**config.mk**
```make
export PLATFORM = sky130hd
export DESIGN_NAME = led_scanner_pwm
export DESIGN_NICKNAME = d
export VERILOG_FILES = /design/src/rtl/led_scanner_pkg.sv /design/src/rtl/btn_debounce_edge.sv /design/src/rtl/led_scanner_pwm.sv
export SDC_FILE = /design/constraint.sdc
export NUM_CORES = 1
export LEC_CHECK = 0
export ABC_AREA = 0
export ABC_CLOCK_PERIOD_IN_PS = 5300
export CAP_MARGIN = 5
export CORE_ASPECT_RATIO = 0.7
export CORE_MARGIN = 3
export CORE_UTILIZATION = 25
export DETAILED_ROUTE_END_ITERATION = 6
export MAX_ROUTING_LAYER = met4
export PLACE_DENSITY = 0.51
export SLEW_MARGIN = 20
export SYNTH_ARGS = -nofsm -noshare
export SYNTH_HDL_FRONTEND = slang
export SYNTH_HIERARCHICAL = 1
export SYNTH_SLANG_ARGS = --single-unit
```
**constraint.sdc**
```tcl
create_clock -name clk -period 5.3 [get_ports clk]
set_input_delay 1.06 -clock clk [delete_from_list [all_inputs] [get_ports clk]]
set_output_delay 1.06 -clock clk [all_outputs]
set_load 0.02 [all_outputs]
```
**src/rtl/led_scanner_pkg.sv**
```systemverilog
// Shared constants for the LED scanner.
//   Mode encodings for the 2-bit mode input, speed-level limits,
//   and the sweep-direction type.
package led_scanner_pkg;

    localparam logic [1:0] MODE_BOUNCE    = 2'b00;
    localparam logic [1:0] MODE_WRAP_UP   = 2'b01;
    localparam logic [1:0] MODE_WRAP_DOWN = 2'b10;
    localparam logic [1:0] MODE_FILL      = 2'b11;

    localparam logic [2:0] SPEED_RESET = 3'd3;
    localparam logic [2:0] SPEED_MAX   = 3'd7;

    typedef enum logic {
        DIR_UP   = 1'b0,
        DIR_DOWN = 1'b1
    } dir_t;

endpackage

```
**src/rtl/btn_debounce_edge.sv**
```systemverilog
// Button conditioner: 2-FF synchroniser, integrating debouncer and
// rising-edge pulse generator.
//   clk, rst_n : clock, asynchronous active-low reset
//   btn        : raw asynchronous button level
//   level      : debounced button level
//   rise       : one-cycle pulse on each rising edge of level
module btn_debounce_edge #(
    parameter int DEBOUNCE_BITS = 18
) (
    input  logic clk,
    input  logic rst_n,
    input  logic btn,
    output logic level,
    output logic rise
);

    logic                     r_sync1;
    logic                     r_sync2;
    logic                     r_level;
    logic                     r_rise;
    logic [DEBOUNCE_BITS-1:0] r_cnt;
    logic                     w_differs;
    logic                     w_expired;

    assign w_differs = (r_sync2 != r_level);
    // Counter at all-ones while still differing means this is the
    // 2^DEBOUNCE_BITS-th consecutive differing cycle.
    assign w_expired = &r_cnt;

    always_ff @(posedge clk or negedge rst_n) begin
        if (!rst_n) begin
            r_sync1 <= 1'b0;
            r_sync2 <= 1'b0;
            r_level <= 1'b0;
            r_rise  <= 1'b0;
            r_cnt   <= '0;
        end else begin
            r_sync1 <= btn;
            r_sync2 <= r_sync1;
            r_rise  <= 1'b0;
            if (!w_differs) begin
                r_cnt <= '0;
            end else if (w_expired) begin
                r_cnt   <= '0;
                r_level <= r_sync2;
                r_rise  <= r_sync2;
            end else begin
                r_cnt <= r_cnt + 1'b1;
            end
        end
    end

    assign level = r_level;
    assign rise  = r_rise;

endmodule

```
**src/rtl/led_scanner_pwm.sv**
```systemverilog
// LED light scanner with per-LED PWM brightness.
//   clk, rst_n         : clock, asynchronous active-low reset
//   btn_pause          : raw button, toggles pause/run
//   btn_faster/slower  : raw buttons, step the speed level up/down
//   mode               : 00 bounce, 01 wrap-up, 10 wrap-down, 11 fill-bar
//   led_out            : registered PWM drive, one bit per LED
//   pos_out            : head position
//   speed_out          : speed level 0..7
//   paused_out         : 1 while motion is paused
module led_scanner_pwm
    import led_scanner_pkg::*;
#(
    parameter int N_LEDS        = 8,
    parameter int PWM_BITS      = 8,
    parameter int DIV_BITS      = 35,
    parameter int SPEED_SHIFT   = 10,
    parameter int TAIL          = 2,
    parameter int DEBOUNCE_BITS = 18
) (
    input  logic                      clk,
    input  logic                      rst_n,
    input  logic                      btn_pause,
    input  logic                      btn_faster,
    input  logic                      btn_slower,
    input  logic [1:0]                mode,
    output logic [N_LEDS-1:0]         led_out,
    output logic [$clog2(N_LEDS)-1:0] pos_out,
    output logic [2:0]                speed_out,
    output logic                      paused_out
);

    localparam int                   POS_W    = $clog2(N_LEDS);
    localparam logic [POS_W-1:0]     LAST_POS = POS_W'(N_LEDS - 1);
    localparam logic [PWM_BITS-1:0]  FULL     = '1;

    logic [POS_W-1:0]    r_pos;
    dir_t                r_dir;
    logic [2:0]          r_speed;
    logic                r_paused;
    logic [DIV_BITS-1:0] r_acc;
    logic [PWM_BITS-1:0] r_pwm;
    logic [N_LEDS-1:0]   r_led;

    logic [2:0]          w_level;
    logic                w_pause_rise;
    logic                w_faster_rise;
    logic                w_slower_rise;
    logic [DIV_BITS:0]   w_step;
    logic [DIV_BITS:0]   w_sum;
    logic                w_tick;
    logic [POS_W-1:0]    w_pos_nxt;
    dir_t                w_dir_nxt;
    logic [PWM_BITS-1:0] w_bright [N_LEDS];

    // Saturating speed step; simultaneous up/down requests cancel.
    function automatic logic [2:0] next_speed(input logic [2:0] s,
                                              input logic up,
                                              input logic dn);
        if (up && !dn) return (s == SPEED_MAX) ? s : s + 3'd1;
        if (dn && !up) return (s == 3'd0) ? s : s - 3'd1;
        return s;
    endfunction

    // Brightness at distance d behind the head: each tail step is 4x dimmer.
    function automatic logic [PWM_BITS-1:0] tail_level(input int d);
        if (d == 0)    return FULL;
        if (d <= TAIL) return FULL >> (2 * d);
        return '0;
    endfunction

    function automatic logic [PWM_BITS-1:0] bright_for(input int led,
                                                       input int head,
                                                       input logic [1:0] m);
        int d;
        d = 0;
        if (m == MODE_FILL) begin
            return (led <= head) ? FULL : '0;
        end
        case (m)
            MODE_BOUNCE:  d = (led >= head) ? led - head : head - led;
            // Tail trails the head only, wrapping around the end of the strip.
            MODE_WRAP_UP: d = (head >= led) ? head - led : head + N_LEDS - led;
            default:      d = (led >= head) ? led - head : led + N_LEDS - head;
        endcase
        return tail_level(d);
    endfunction

    btn_debounce_edge #(.DEBOUNCE_BITS(DEBOUNCE_BITS)) u_db_pause (
        .clk(clk), .rst_n(rst_n), .btn(btn_pause),  .level(w_level[0]), .rise(w_pause_rise)
    );
    btn_debounce_edge #(.DEBOUNCE_BITS(DEBOUNCE_BITS)) u_db_faster (
        .clk(clk), .rst_n(rst_n), .btn(btn_faster), .level(w_level[1]), .rise(w_faster_rise)
    );
    btn_debounce_edge #(.DEBOUNCE_BITS(DEBOUNCE_BITS)) u_db_slower (
        .clk(clk), .rst_n(rst_n), .btn(btn_slower), .level(w_level[2]), .rise(w_slower_rise)
    );

    // Phase accumulator: the carry-out is the motion tick.
    assign w_step = (DIV_BITS + 1)'(1) << (SPEED_SHIFT + int'(r_speed));
    assign w_sum  = {1'b0, r_acc} + w_step;
    assign w_tick = w_sum[DIV_BITS];

    always_comb begin
        w_pos_nxt = r_pos;
        w_dir_nxt = r_dir;
        case (mode)
            MODE_BOUNCE: begin
                if (r_dir == DIR_UP) begin
                    if (r_pos == LAST_POS) begin
                        w_dir_nxt = DIR_DOWN;
                        w_pos_nxt = LAST_POS - 1'b1;
                    end else begin
                        w_pos_nxt = r_pos + 1'b1;
                    end
                end else begin
                    if (r_pos == '0) begin
                        w_dir_nxt = DIR_UP;
                        w_pos_nxt = POS_W'(1);
                    end else begin
                        w_pos_nxt = r_pos - 1'b1;
                    end
                end
            end
            MODE_WRAP_DOWN: begin
                w_dir_nxt = DIR_DOWN;
                w_pos_nxt = (r_pos == '0) ? LAST_POS : r_pos - 1'b1;
            end
            default: begin
                w_dir_nxt = DIR_UP;
                w_pos_nxt = (r_pos == LAST_POS) ? '0 : r_pos + 1'b1;
            end
        endcase
    end

    always_comb begin
        for (int i = 0; i < N_LEDS; i++) begin
            w_bright[i] = bright_for(i, int'(r_pos), mode);
        end
    end

    always_ff @(posedge clk or negedge rst_n) begin
        if (!rst_n) begin
            r_pos    <= '0;
            r_dir    <= DIR_UP;
            r_speed  <= SPEED_RESET;
            r_paused <= 1'b1;
            r_acc    <= '0;
            r_pwm    <= '0;
            r_led    <= '0;
        end else begin
            r_acc   <= w_sum[DIV_BITS-1:0];
            r_pwm   <= r_pwm + 1'b1;
            r_speed <= next_speed(r_speed, w_faster_rise, w_slower_rise);
            if (w_pause_rise) r_paused <= ~r_paused;
            if (w_tick && !r_paused) begin
                r_pos <= w_pos_nxt;
                r_dir <= w_dir_nxt;
            end
            // Brightness compare result is registered: one cycle of latency.
            for (int i = 0; i < N_LEDS; i++) begin
                r_led[i] <= (r_pwm < w_bright[i]);
            end
        end
    end

    assign led_out    = r_led;
    assign pos_out    = r_pos;
    assign speed_out  = r_speed;
    assign paused_out = r_paused;

endmodule

```
* Word-level counts from Yosys, hierarchy flattened *
Cells that the tools add are included.

word-level totals
  flip-flop bits (word level) = 125
  latch bits = 0
  memory bits (writable) = 0
  memory bits (read-only) = 0
  word-level logic and storage cells = 307
  memories = 0

cells by class
  $add $sub $neg = 40
  multipliers = 0
  divide/modulo/power cells = 0
  order comparisons = 37
  eq/ne operators = 9
  shifts and indexed selects = 9
  muxes and demuxes = 164
  bitwise gates (word level) = 1
  reductions and logical operators = 25

operator list
  cell                     count
  $mux W32                 30
  $pmux W32 S2             7
  $mux W8                  55
  $le A32 B3 Y1 const B    8
  $logic_not A32 Y1        8
  $shr A8 B32 Y8 const A   8
  $mux W18                 6
  $sub A32 B4 Y32 const B  3
  $lt A8 B8 Y1             8
  $sub A32 B3 Y32 const B  2
  $reduce_and A19 Y1       3
  $add A18 B1 Y18 const B  3
  $reduce_and A18 Y1       3
  $mux W1                  53
  $add A35 B36 Y36         1
  $shl A1 B5 Y36 const A   1
  $sub A4 B3 Y5 const A    7
  $mux W3                  11
  $sub A32 B2 Y32 const B  1
  $sub A3 B3 Y4 const A    4
  $sub A3 B3 Y4 const B    4
  $ge A3 B3 Y1 const B     4
  $le A3 B3 Y1 const A     4
  $ge A3 B3 Y1 const A     3
  other kinds (30)         48

* Longest topological paths before layout *
Gate-level depths: netlist of the first run.

  depth in word-level cells = 14
  depth in mapped cells = 19
  mapped depth without buffers = 17

* By module *
The synthesis of the first run kept the hierarchy.

by module, submodules not included
  module             times used  cells each  area each (µm²)
  led_scanner_pwm    1           740         6377.4
  btn_debounce_edge  3           97          1013.5

* Worst setup path after synthesis of the first run *
No wires, ideal clock.

  path type = reg2reg
  start point = register r_pos[0] (netlist: pos_out[0])
  end point = register r_led[5] (netlist: led_out[5])
  arrival time = 3.883 ns
  required time = 5.234 ns
  path slack = 1.351 ns
  cell stages (with the launch flop) = 19
  path buffers = 2
  period minus slack after synthesis = 3.949 ns
  cells stage by stage = dfrtp_1 clkbuf_1 inv_1 clkbuf_1 ha_1 inv_1 ha_1 a21o_1 ha_1 nor3b_1 o21ai_0 a21oi_1 o221a_2 a31o_2 a21oi_1 ha_1 a211o_1 a21oi_1 and3_1

on the way
  cells in the longest elaborated chain, start to end = 13
  elaborated cells between the ends (all ways) = 28
  those cells by class = 5 x add/sub; 5 x order compare; 1 x shift; 16 x mux; 1 x reduce/logical

ends and longest elaborated chain
  element                          line                    source
  from (decl)                      led_scanner_pwm.sv:36   logic [POS_W-1:0] r_pos;
  from (signal assigned)           led_scanner_pwm.sv:156  r_pos <= w_pos_nxt;
  $add A3 B4 Y5                    led_scanner_pwm.sv:82   MODE_WRAP_UP: d = (head >= led) ? head - led : head + N_LEDS - led;
  $sub A32 B4 Y32                  led_scanner_pwm.sv:82
  $mux W32                         led_scanner_pwm.sv:82
  $pmux W32 S2                     led_scanner_pwm.sv:79   case (m)
  $mux W32                         led_scanner_pwm.sv:79
  $le A32 B3 Y1                    led_scanner_pwm.sv:67   if (d <= TAIL) return FULL >> (2 * d);
  $mux W1 (2 in a row)             led_scanner_pwm.sv:67
  $mux W1                          led_scanner_pwm.sv:79
  $mux W8                          led_scanner_pwm.sv:68   return '0;
  $mux W8                          led_scanner_pwm.sv:67
  $mux W8 (*)                      led_scanner_pwm.sv:79
  $lt A8 B8 Y1 (*)                 led_scanner_pwm.sv:161  r_led[i] <= (r_pwm < w_bright[i]);
  to (signal, indexed assignment)  led_scanner_pwm.sv:161
  to (decl)                        led_scanner_pwm.sv:42   logic [N_LEDS-1:0] r_led;

Mark *: on every way between the ends. The rest lies on a longest branch, timed or not. The select of a mux whose other input is x is not followed.
A chain may end at the register's enable or synchronous reset.

* Worst setup path after layout of the first run *
Same ends and word-level chain as after synthesis.

==> out/results.tsv, run 1 <==
metric	value	unit
Detailed Place HPWL	15900	microns
final worst path period share	72.7	%
total leakage power	4.55	nW
Core Footprint	36500	sq um
maximum vdd drop	0.000262	V
Worst Clk Skew	0.00739	ns
DR top layer	met4	
clk buf depth	2	
fin crit period	3.85	ns
chip height	168	microns
CP peak stage delay	0.38	ns
xor/xnor share of the synthesized area	7.44	%
Inserted Clock Buffers	17	
Vias/cell	4.80	
Area Growth Syn to Fin	15.2	%
met2 WL	8770	microns
Compound-Gate Fraction of Synth Area	17.2	%
Fin. Hold Viols	0	
first-pass GRT wire length	37900	microns
Post-Synth Simple-Gate Area	18.9	%
Max FO, Critical Path	13	
CTS sink count	125	
status	finished, final reports clean	
CP startpoint	pos_out[0]	
Cell variety after synth	76	
port bufs	21	
hold crit path type	reg -> reg	
slowest CP cell	dfrtp_1	
WL final	21900	microns
Netlist Area Pre-Place	9420	sq um
metal3 WL	831	microns
Critical Path AT	4.16	ns
IO Count	22	
pins over their slew limit	0	
Initial DRT Pass Iterations	7	
Hold Crit Start	u_db_faster/r_sync1	
layout net count	1209	
Critical Path Start Type	register	
Worst Setup Path Type	reg -> reg	
Via Count	7514	
Post-DRT Antenna Nets	0	
htree depth	4	
post-route DRC violation count	0	
Initial Util	25.8	%
TritonCTS clock tree	done	
synthesized instance count	1031	
Post CTS Setup Buffer Count	0	
most used cell along the critical path	ha_1	
unrepaired setup endpoints after global routing	no	
ordered cell list for the critical path	inv_1, buf_4, ha_1, inv_1, ha_1, a21o_1, ha_1, nor3b_1, o21ai_0, a21oi_1, o221a_2, a31o_2, o21ai_0, ha_1, nand4_1, a21oi_1, o211ai_1, and3_1	
Avg Synthesized Cell Area	9.13	sq um
initial antenna violation count	0	
Worst setup EP type	register	
Slew headroom	45.3	%
ratio of cells with drive above 1 in the final layout	7.10	%
WL met1	12100	microns
post-DR wirelength/cell	14.0	microns
main combinational cell family by area after synthesis	simple AND/OR/NAND/NOR gates	
largest net degree at the start of global routing	85	
setup TNS	0	ns
most common cell after layout, fill and taps aside	ha_1	
total grt overflow	0	
vias in the first global route	7304	
ys flop type	dfrtp_1	
worst path required time	5.61	ns
Root Buffer	clkbuf_16	
die width	238	microns
ant diodes	0	
Seq/Total Area, Yosys	33.3	%
Yosys reg bits	125	
cts hold-fix bufs	0	
Peak Freq	260	MHz
Post-synth ARST share	100	%
YS warnings	6	
mux cell area share after synthesis	2.30	%
CTS resizes	0	
power density cells	455	nW/um^2
Clk pin slew, worst setup/hold paths	0.06	ns
Post-synth EDFFs	0	
Die Footprint	40100	sq um
Initial DRC Count	509	
pre-CTS WS	1.12	ns
max_cap viols	0	
highest-count cells in the layout ignoring fill and taps	129 x ha_1, 122 x dfrtp_1, 108 x nor2_1	
Adder-Cell Fraction of Synth Area	17.4	%
Final setup viols	0	
num rows	58	
clock latency on the worst-skew pair	0.42	ns
GP Congestion	0.820	
filler cell count	3863	
Slew @ Worst Pin	0.820	ns
Final Worst Setup Slack	1.45	ns
Reg-to-Reg Start	pos_out[0]	
gr usage total	11.8	%
[logic make-up (layout without fill, tap and decap cells)]
| logic type | after synthesis | in the layout |
|---|---|---|
| simple gates | 350 | 350 |
| compound gates | 255 | 255 |
| fa+ha+maj | 130 | 130 |
| flops | 125 | 125 |
| xor+xnor | 80 | 80 |
| buf+inv | 68 | 107 |
| mux | 21 | 21 |
| other cells | 2 | 17 |
[cell usage after synthesis (6+ instances only)]
cell	number	area (sq um)
nand2_1	66	248
nand4_1	18	113
inv_1	44	165
nor3_1	27	135
a211oi_1	13	97.6
nand3_1	27	135
o21a_1	17	128
xor2_1	25	219
nor4_1	6	37.5
nor2b_1	16	100
nor2_1	108	405
o211ai_1	10	75.1
xnor2_1	55	482
o21ai_0	59	295
a21o_1	13	97.6
nand2b_1	14	87.6
ha_1	129	1610
and2_1	15	93.8
dfrtp_1	122	3050
a21oi_1	83	415
mux2i_1	16	160
clkbuf_1	10	37.5
or3_1	8	50.1
and3_1	10	62.6
[flip-flops by register name (all words and copies together) (netlist names), 3 cells and up]
name / cells
r_pwm: 8
r_acc: 35
speed_out: 3
u_db_faster/r_cnt: 18
u_db_pause/r_cnt: 18
u_db_slower/r_cnt: 18
led_out: 8
pos_out: 3
[where the power goes]
part           switching, W  internal, W  total, W
combinational       0.00135      0.00101   0.00237
sequential         0.000126      0.00114   0.00127
clock              0.000470     0.000830   0.00130
[routing by layer]
metal	GRT usage, %	vias up
met5	-	-
met4	3.02	0
met3	1.78	12
met2	16.3	122
met1	17.7	3600
li1	-	3780
[critical path, delay by kind of cell (launching register included)]
family	cells	cell delay, ns
fa+ha+maj	4	1.08
simple gates	3	0.57
compound gates	8	1.34
buf+inv	3	0.36
flops	1	0.38
[metrics by stage]
| stage | hold WS [ns] | cell area [sq um] | instances | util, % | total power (W) |
|---|---|---|---|---|---|
| 6_report | 0.355 | 10900 | 1565 | 29.7 | 0.00493 |
| 5_1_grt | 0.367 | 10900 | 1565 | 29.7 | 0.00539 |
| 4_1_cts | 0.360 | 10900 | 1565 | 29.7 | 0.00494 |
| 3_5_place_dp | 0.346 | 10200 | 1533 | 27.9 | 0.00361 |
| 3_3_place_gp | 0.338 | 10200 | 1533 | 27.9 | 0.00356 |
| 2_1_floorplan | 0.331 | 9470 | 1046 | - | 0.00305 |
[path summary, 6_finish.rpt]
path / slack [ns] / to / cells after the start
min in group asynchronous: 0.67 / led_out[4] / 1
worst max register to register: 1.45 / led_out[5] / 18
worst min register to register: 0.36 / u_db_faster/r_sync2 / 0
worst max-delay path: 1.45 / led_out[5] / 18
max in group asynchronous: 3.55 / u_db_slower/r_cnt[3] / 2
worst min-delay path: 0.36 / u_db_faster/r_sync2 / 0
[area by class of cell]
cell class | instances | area (sq um) | share of cell area, %
inverters | 44 | 165 | 1.52
flip-flops and latches | 125 | 3130 | 28.9
clock inverters | 12 | 184 | 1.69
multi-input cells | 853 | 6020 | 55.5
well taps | 480 | 601 | 5.53
repair buffers | 31 | 287 | 2.64
clock buffers | 20 | 467 | 4.30
Power figures use the tool's default switching activity.
==> run 2: changes to the inputs <==
ABC_CLOCK_PERIOD_IN_PS = 3160   (was 5300)
PLACE_DENSITY = 0.52   (was 0.51)
clock period = 3.16 ns   (was 5.3 ns; I/O delays follow)
==> out/results.tsv, run 2 (synthesis results as in run 1) <==
metric	value	unit	change
clock latency on the worst-skew pair	0.43	ns	about the same
Die Footprint	40100	sq um	unchanged
initial antenna violation count	0		unchanged
gr usage total	12.0	%	+0.23 points
Clk pin slew, worst setup/hold paths	0.08	ns	+0.02 ns
Core Footprint	36500	sq um	unchanged
Area Growth Syn to Fin	29.4	%	
Final setup viols	1		+1
IO Count	22		unchanged
Biggest register	r_acc		
final worst path period share	101	%	+28 points
Worst Clk Skew	0.0201	ns	+0.0127 ns
pre-CTS WS	-0.195	ns	-1.32 ns
ant diodes	0		unchanged
most common cell after layout, fill and taps aside	dfrtp_1		
num rows	58		unchanged
filler cell count	3721		-3.7%
final core occ	33.4	%	+3.7 points
max reg flops	35		unchanged
Inserted Clock Buffers	17		unchanged
total grt overflow	0		unchanged
Slew headroom	51.0	%	+5.7 points
Root Buffer	clkbuf_16		
unrepaired setup endpoints after global routing	yes		
Worst Setup Path Type	reg -> reg		
total leakage power	5.10	nW	+12%
Critical Path AT	3.55	ns	-0.61 ns
largest net degree at the start of global routing	72		-15%
fin crit period	3.18	ns	-0.672 ns
first-pass GRT wire length	38500	microns	+1.5%
clk buf depth	2		unchanged
post-route DRC violation count	0		unchanged
Critical Path Start Type	register		
Initial Util	25.8	%	unchanged
port bufs	21		unchanged
Worst setup EP type	register		
Slew @ Worst Pin	0.735	ns	-0.0848 ns
ratio of cells with drive above 1 in the final layout	22.7	%	+16 points
Post-DRT Antenna Nets	0		unchanged
Fin. Hold Viols	0		unchanged
cts hold-fix bufs	0		unchanged
pins over their slew limit	0		unchanged
violated checks	negative setup slack		
layout net count	1315		+8.8%
TritonCTS clock tree	done		
Via Count	7846		+4.4%
die width	238	microns	unchanged
GP Congestion	0.821		about the same
Initial DRC Count	432		-15%
Vias/cell	4.70		-2.2%
CTS sink count	125		unchanged
hold crit path type	in -> async		
max_cap viols	0		unchanged
Max FO, Critical Path	4		-9
htree depth	4		unchanged
highest-count cells in the layout ignoring fill and taps	119 x dfrtp_1, 109 x buf_4, 105 x ha_1		
Final Worst Setup Slack	-0.0190	ns	-1.47 ns
status	complete, but fails checks		
maximum vdd drop	0.000361	V	+38%
chip height	168	microns	unchanged
vias in the first global route	7664		+4.9%
Detailed Place HPWL	16700	microns	+5.2%
power density cells	758	nW/um^2	+67%
WL final	22800	microns	+4.1%
Peak Freq	315	MHz	+21%
worst path required time	3.53	ns	-2.08 ns
Initial DRT Pass Iterations	4		-3
post-DR wirelength/cell	13.7	microns	-2.5%
-- run 2: changes by cell type in the layout (fill, tap and decap cells not counted), sizes merged --
cell / previous run / this run
clkbuf: 20 / 17
buf: 11 / 117
inv: 46 / 52
bufinv: 4 / 1
-- run 2: cell type report --
type	count	area [sq um]	area share (%)
multi-input cells	853	6570	53.9
flip-flops and latches	125	3140	25.7
repair buffers	137	1140	9.34
well taps	480	601	4.93
clock buffers	17	425	3.49
inverters	44	165	1.36
clock inverters	15	150	1.23
-- run 2: what timing repair did --
item | 4_1_cts | 5_1_grt
setup buffers | 1 | 11
gates resized for setup | 24 | 93
endpoints found under the hold margin | 0 | 0
endpoints found under the setup margin | 14 | 25
gates cloned | 0 | 0
pin swaps | 6 | 45
-- run 2: critical path, cell delays in order, from the launching register on --
cell     delay [ns]
dfrtp_2        0.41
buf_4          0.17
ha_1           0.21
a21o_1         0.19
ha_1           0.29
nor3b_4        0.15
o21ai_1        0.14
a21oi_1        0.09
o221a_2        0.28
a31o_4         0.24
a21oi_4        0.20
ha_4           0.24
a211o_1        0.25
a21oi_1        0.13
and3_1         0.15
-- run 2: layer usage --
layer,global-route usage (%),wire length [microns],vias to the layer above
met5,-,0,-
met2,16.6,9300,108
li1,-,-,4018
met1,17.8,12700,3702
met3,2.34,560,18
met4,3.07,263,0
-- run 2: worst paths after layout --
path,startpoint,endpoint,slack [ns],cells after the start
worst max-delay path,pos_out[0],led_out[5],-0.02,14
worst min-delay path,rst_n,led_out[5],0.16,1
worst max register to register,pos_out[0],led_out[5],-0.02,14
worst min register to register,u_db_faster/r_sync1,u_db_faster/r_sync2,0.36,0
max in group asynchronous,rst_n,u_db_slower/r_sync1,2.19,2
min in group clk,u_db_faster/r_sync1,u_db_faster/r_sync2,0.36,0
-- run 2: where the power goes --
group | switching (W) | leakage (nW) | internal (W)
clock network | 0.000829 | 0.281 | 0.00111
registers | 0.000229 | 1.59 | 0.00192
logic | 0.00264 | 3.24 | 0.00251
-- run 2: through the flow --
| stage | setup TNS (ns) | total power [W] | instances | hold WS, ns | instance area, sq um |
|---|---|---|---|---|---|
| 2_1_floorplan | -0.341 | 0.00525 | 1046 | 0.331 | 9580 |
| 3_3_place_gp | -0.948 | 0.00671 | 1628 | 0.343 | 11000 |
| 3_5_place_dp | -0.966 | 0.00676 | 1628 | 0.352 | 11000 |
| 4_1_cts | -0.0476 | 0.00884 | 1661 | 0.203 | 11700 |
| 5_1_grt | -0.572 | 0.0100 | 1671 | 0.246 | 12200 |
| 6_report | -0.0190 | 0.00923 | 1671 | 0.163 | 12200 |
==> run 3: changes to the inputs <==
HOLD_SLACK_MARGIN = 0.06   (was not set)
MAX_ROUTING_LAYER = not set   (was met4)
SLEW_MARGIN = not set   (was 20)
==> out/results.tsv, run 3 (synthesis results as in run 1) <==
metric	value	unit	change
ratio of cells with drive above 1 in the final layout	22.6	%	-0.084 points
Worst Clk Skew	0.0200	ns	-0.0000800 ns
pins over their slew limit	0		unchanged
Initial DRC Count	389		-10%
hold crit path type	in -> async		
initial antenna violation count	0		unchanged
Internal	0.00554	W	about the same
layout net count	1315		unchanged
max reg flops	35		unchanged
cts hold-fix bufs	0		unchanged
switching share of power	40.0	%	about the same
met2 WL	9260	microns	-0.40%
violated checks	negative setup slack		
vias in the first global route	7662		-0.026%
Post-DRT Antenna Nets	0		unchanged
design area	12200	sq um	about the same
GP Congestion	0.808		-1.5%
metal3 WL	554	microns	-1.1%
most common cell after layout, fill and taps aside	dfrtp_1		
largest net degree at the start of global routing	72		unchanged
gr usage total	11.7	%	-0.36 points
area of placed instances	11000	sq um	unchanged
Initial Util	25.8	%	unchanged
Slew @ Worst Pin	0.736	ns	+0.000986 ns
Area Growth Syn to Fin	29.4	%	about the same
clk buf depth	2		unchanged
htree depth	4		unchanged
total leakage power	5.11	nW	about the same
CTS sink count	125		unchanged
Clk pin slew, worst setup/hold paths	0.07	ns	about the same
clock latency on the worst-skew pair	0.43	ns	about the same
TritonCTS clock tree	done		
Clk pwr share	21.0	%	about the same
CP peak stage delay	0.41	ns	about the same
combinational power share	55.7	%	about the same
Detailed Place HPWL	16700	microns	unchanged
Initial DRT Pass Iterations	4		unchanged
Final setup viols	1		unchanged
Via Count	7827		-0.24%
IO Count	22		unchanged
post-route DRC violation count	0		unchanged
WL met1	12800	microns	+0.39%
Critical Path Start Type	register		
pre-CTS WS	-0.195	ns	unchanged
Biggest register	r_acc		
DR top layer	met4		
total power draw	0.00923	W	about the same
total grt overflow	0		unchanged
maximum vdd drop	0.000361	V	+0.16%
post-DR wirelength/cell	13.7	microns	about the same
max_cap viols	0		unchanged
status	complete, but fails checks		
unrepaired setup endpoints after global routing	yes		
first-pass GRT wire length	38500	microns	about the same
Peak Freq	315	MHz	+0.13%
slowest CP cell	dfrtp_2		
Root Buffer	clkbuf_16		
fin crit period	3.17	ns	-0.00411 ns
Die Footprint	40100	sq um	unchanged
highest-count cells in the layout ignoring fill and taps	119 x dfrtp_1, 109 x buf_4, 105 x ha_1		
crit-path leading delay family	compound AO/OA/AOI/OAI gates		
ordered cell list for the critical path	buf_4, ha_1, a21o_1, ha_1, nor3b_4, o21ai_1, a21oi_1, o221a_2, a31o_4, a21oi_4, ha_4, a211o_1, a21oi_1, and3_1		
chip height	168	microns	unchanged
num rows	58		unchanged
Max FO, Critical Path	4		unchanged
worst path required time	3.53	ns	about the same
Slew headroom	50.9	%	-0.066 points
Worst setup EP type	register		
power density cells	758	nW/um^2	about the same
crit path buf inv count	1		unchanged
Final Worst Setup Slack	-0.0149	ns	+0.00411 ns
Psw	0.00369	W	about the same
Critical Path AT	3.55	ns	about the same
Core Footprint	36500	sq um	unchanged
ant diodes	0		unchanged
port bufs	21		unchanged
die width	238	microns	unchanged
final worst path period share	100	%	-0.13 points
Worst Setup Path Type	reg -> reg		
sequential power share	23.3	%	about the same
Inserted Clock Buffers	17		unchanged
WL final	22800	microns	about the same
Vias/cell	4.68		-0.24%
Fin. Hold Viols	0		unchanged
==> run 3: cell count changes in the layout (fill, tap and decap cells not counted) <==
cell	previous run	this run
nor2b_4	2	3
o311ai_1	0	1
o311ai_2	1	0
nor2b_2	2	1
==> run 3: per-stage QoR <==
step | hold slack [ns] | utilization, % | instances | TNS [ns]
after floorplan | 0.331 | - | 1046 | -0.341
after global placement | 0.343 | 30.2 | 1628 | -0.948
after detailed placement | 0.352 | 30.2 | 1628 | -0.966
after CTS | 0.203 | 32.1 | 1661 | -0.0476
after global routing | 0.247 | 33.4 | 1671 | -0.545
final | 0.164 | 33.4 | 1671 | -0.0149
==> run 3: what timing repair did <==
| action | CTS | global route |
|---|---|---|
| resized for setup | 24 | 93 |
| setup buffers | 1 | 11 |
| pin swaps | 6 | 46 |
| endpoints found under the setup margin | 14 | 25 |
==> run 3: path summary, 6_finish.rpt <==
check	from	slack [ns]	cells past startpoint	end
max reg2reg	pos_out[0]	-0.01	14	led_out[5]
max in group asynchronous	rst_n	2.19	2	u_db_slower/r_sync1
min	rst_n	0.16	1	led_out[5]
min reg2reg	u_db_faster/r_sync1	0.36	0	u_db_faster/r_sync2
max	pos_out[0]	-0.01	14	led_out[5]
min in group clk	u_db_faster/r_sync1	0.36	0	u_db_faster/r_sync2
==> run 3: layout make-up <==
class	count	area [sq um]
clock inverter	15	150
fill	3722	24300
multi-input combinational	853	6570
inverter	44	165
clock buffer	17	425
sequential	125	3140
timing repair buffer	137	1140
tap	480	601
==> run 3: power by group through the flow <==
| stage | clock network (W) | logic [W] | registers, W |
|---|---|---|---|
| floorplan | 0 | 0.00305 | 0.00221 |
| global placement | 0 | 0.00454 | 0.00217 |
| detailed placement | 0 | 0.00459 | 0.00217 |
| CTS | 0.00201 | 0.00468 | 0.00215 |
| global route | 0.00207 | 0.00575 | 0.00220 |
| finish | 0.00193 | 0.00515 | 0.00215 |
==> run 3: routing by layer <==
layer / up-vias / track usage, %
li1: 4019 / -
met1: 3695 / 17.8
met2: 98 / 16.6
met3: 15 / 2.34
met4: 0 / 2.99
met5: - / 0
==> run 3: worst register-to-register path, delay by kind of cell (launching register included) <==
kind	cells	cell delay, ns
adder cells (fa/ha/maj)	3	0.74
AO/OA/AOI/OAI	8	1.52
AND/OR/NAND/NOR	2	0.30
flip-flops	1	0.41
buffers and inverters	1	0.17
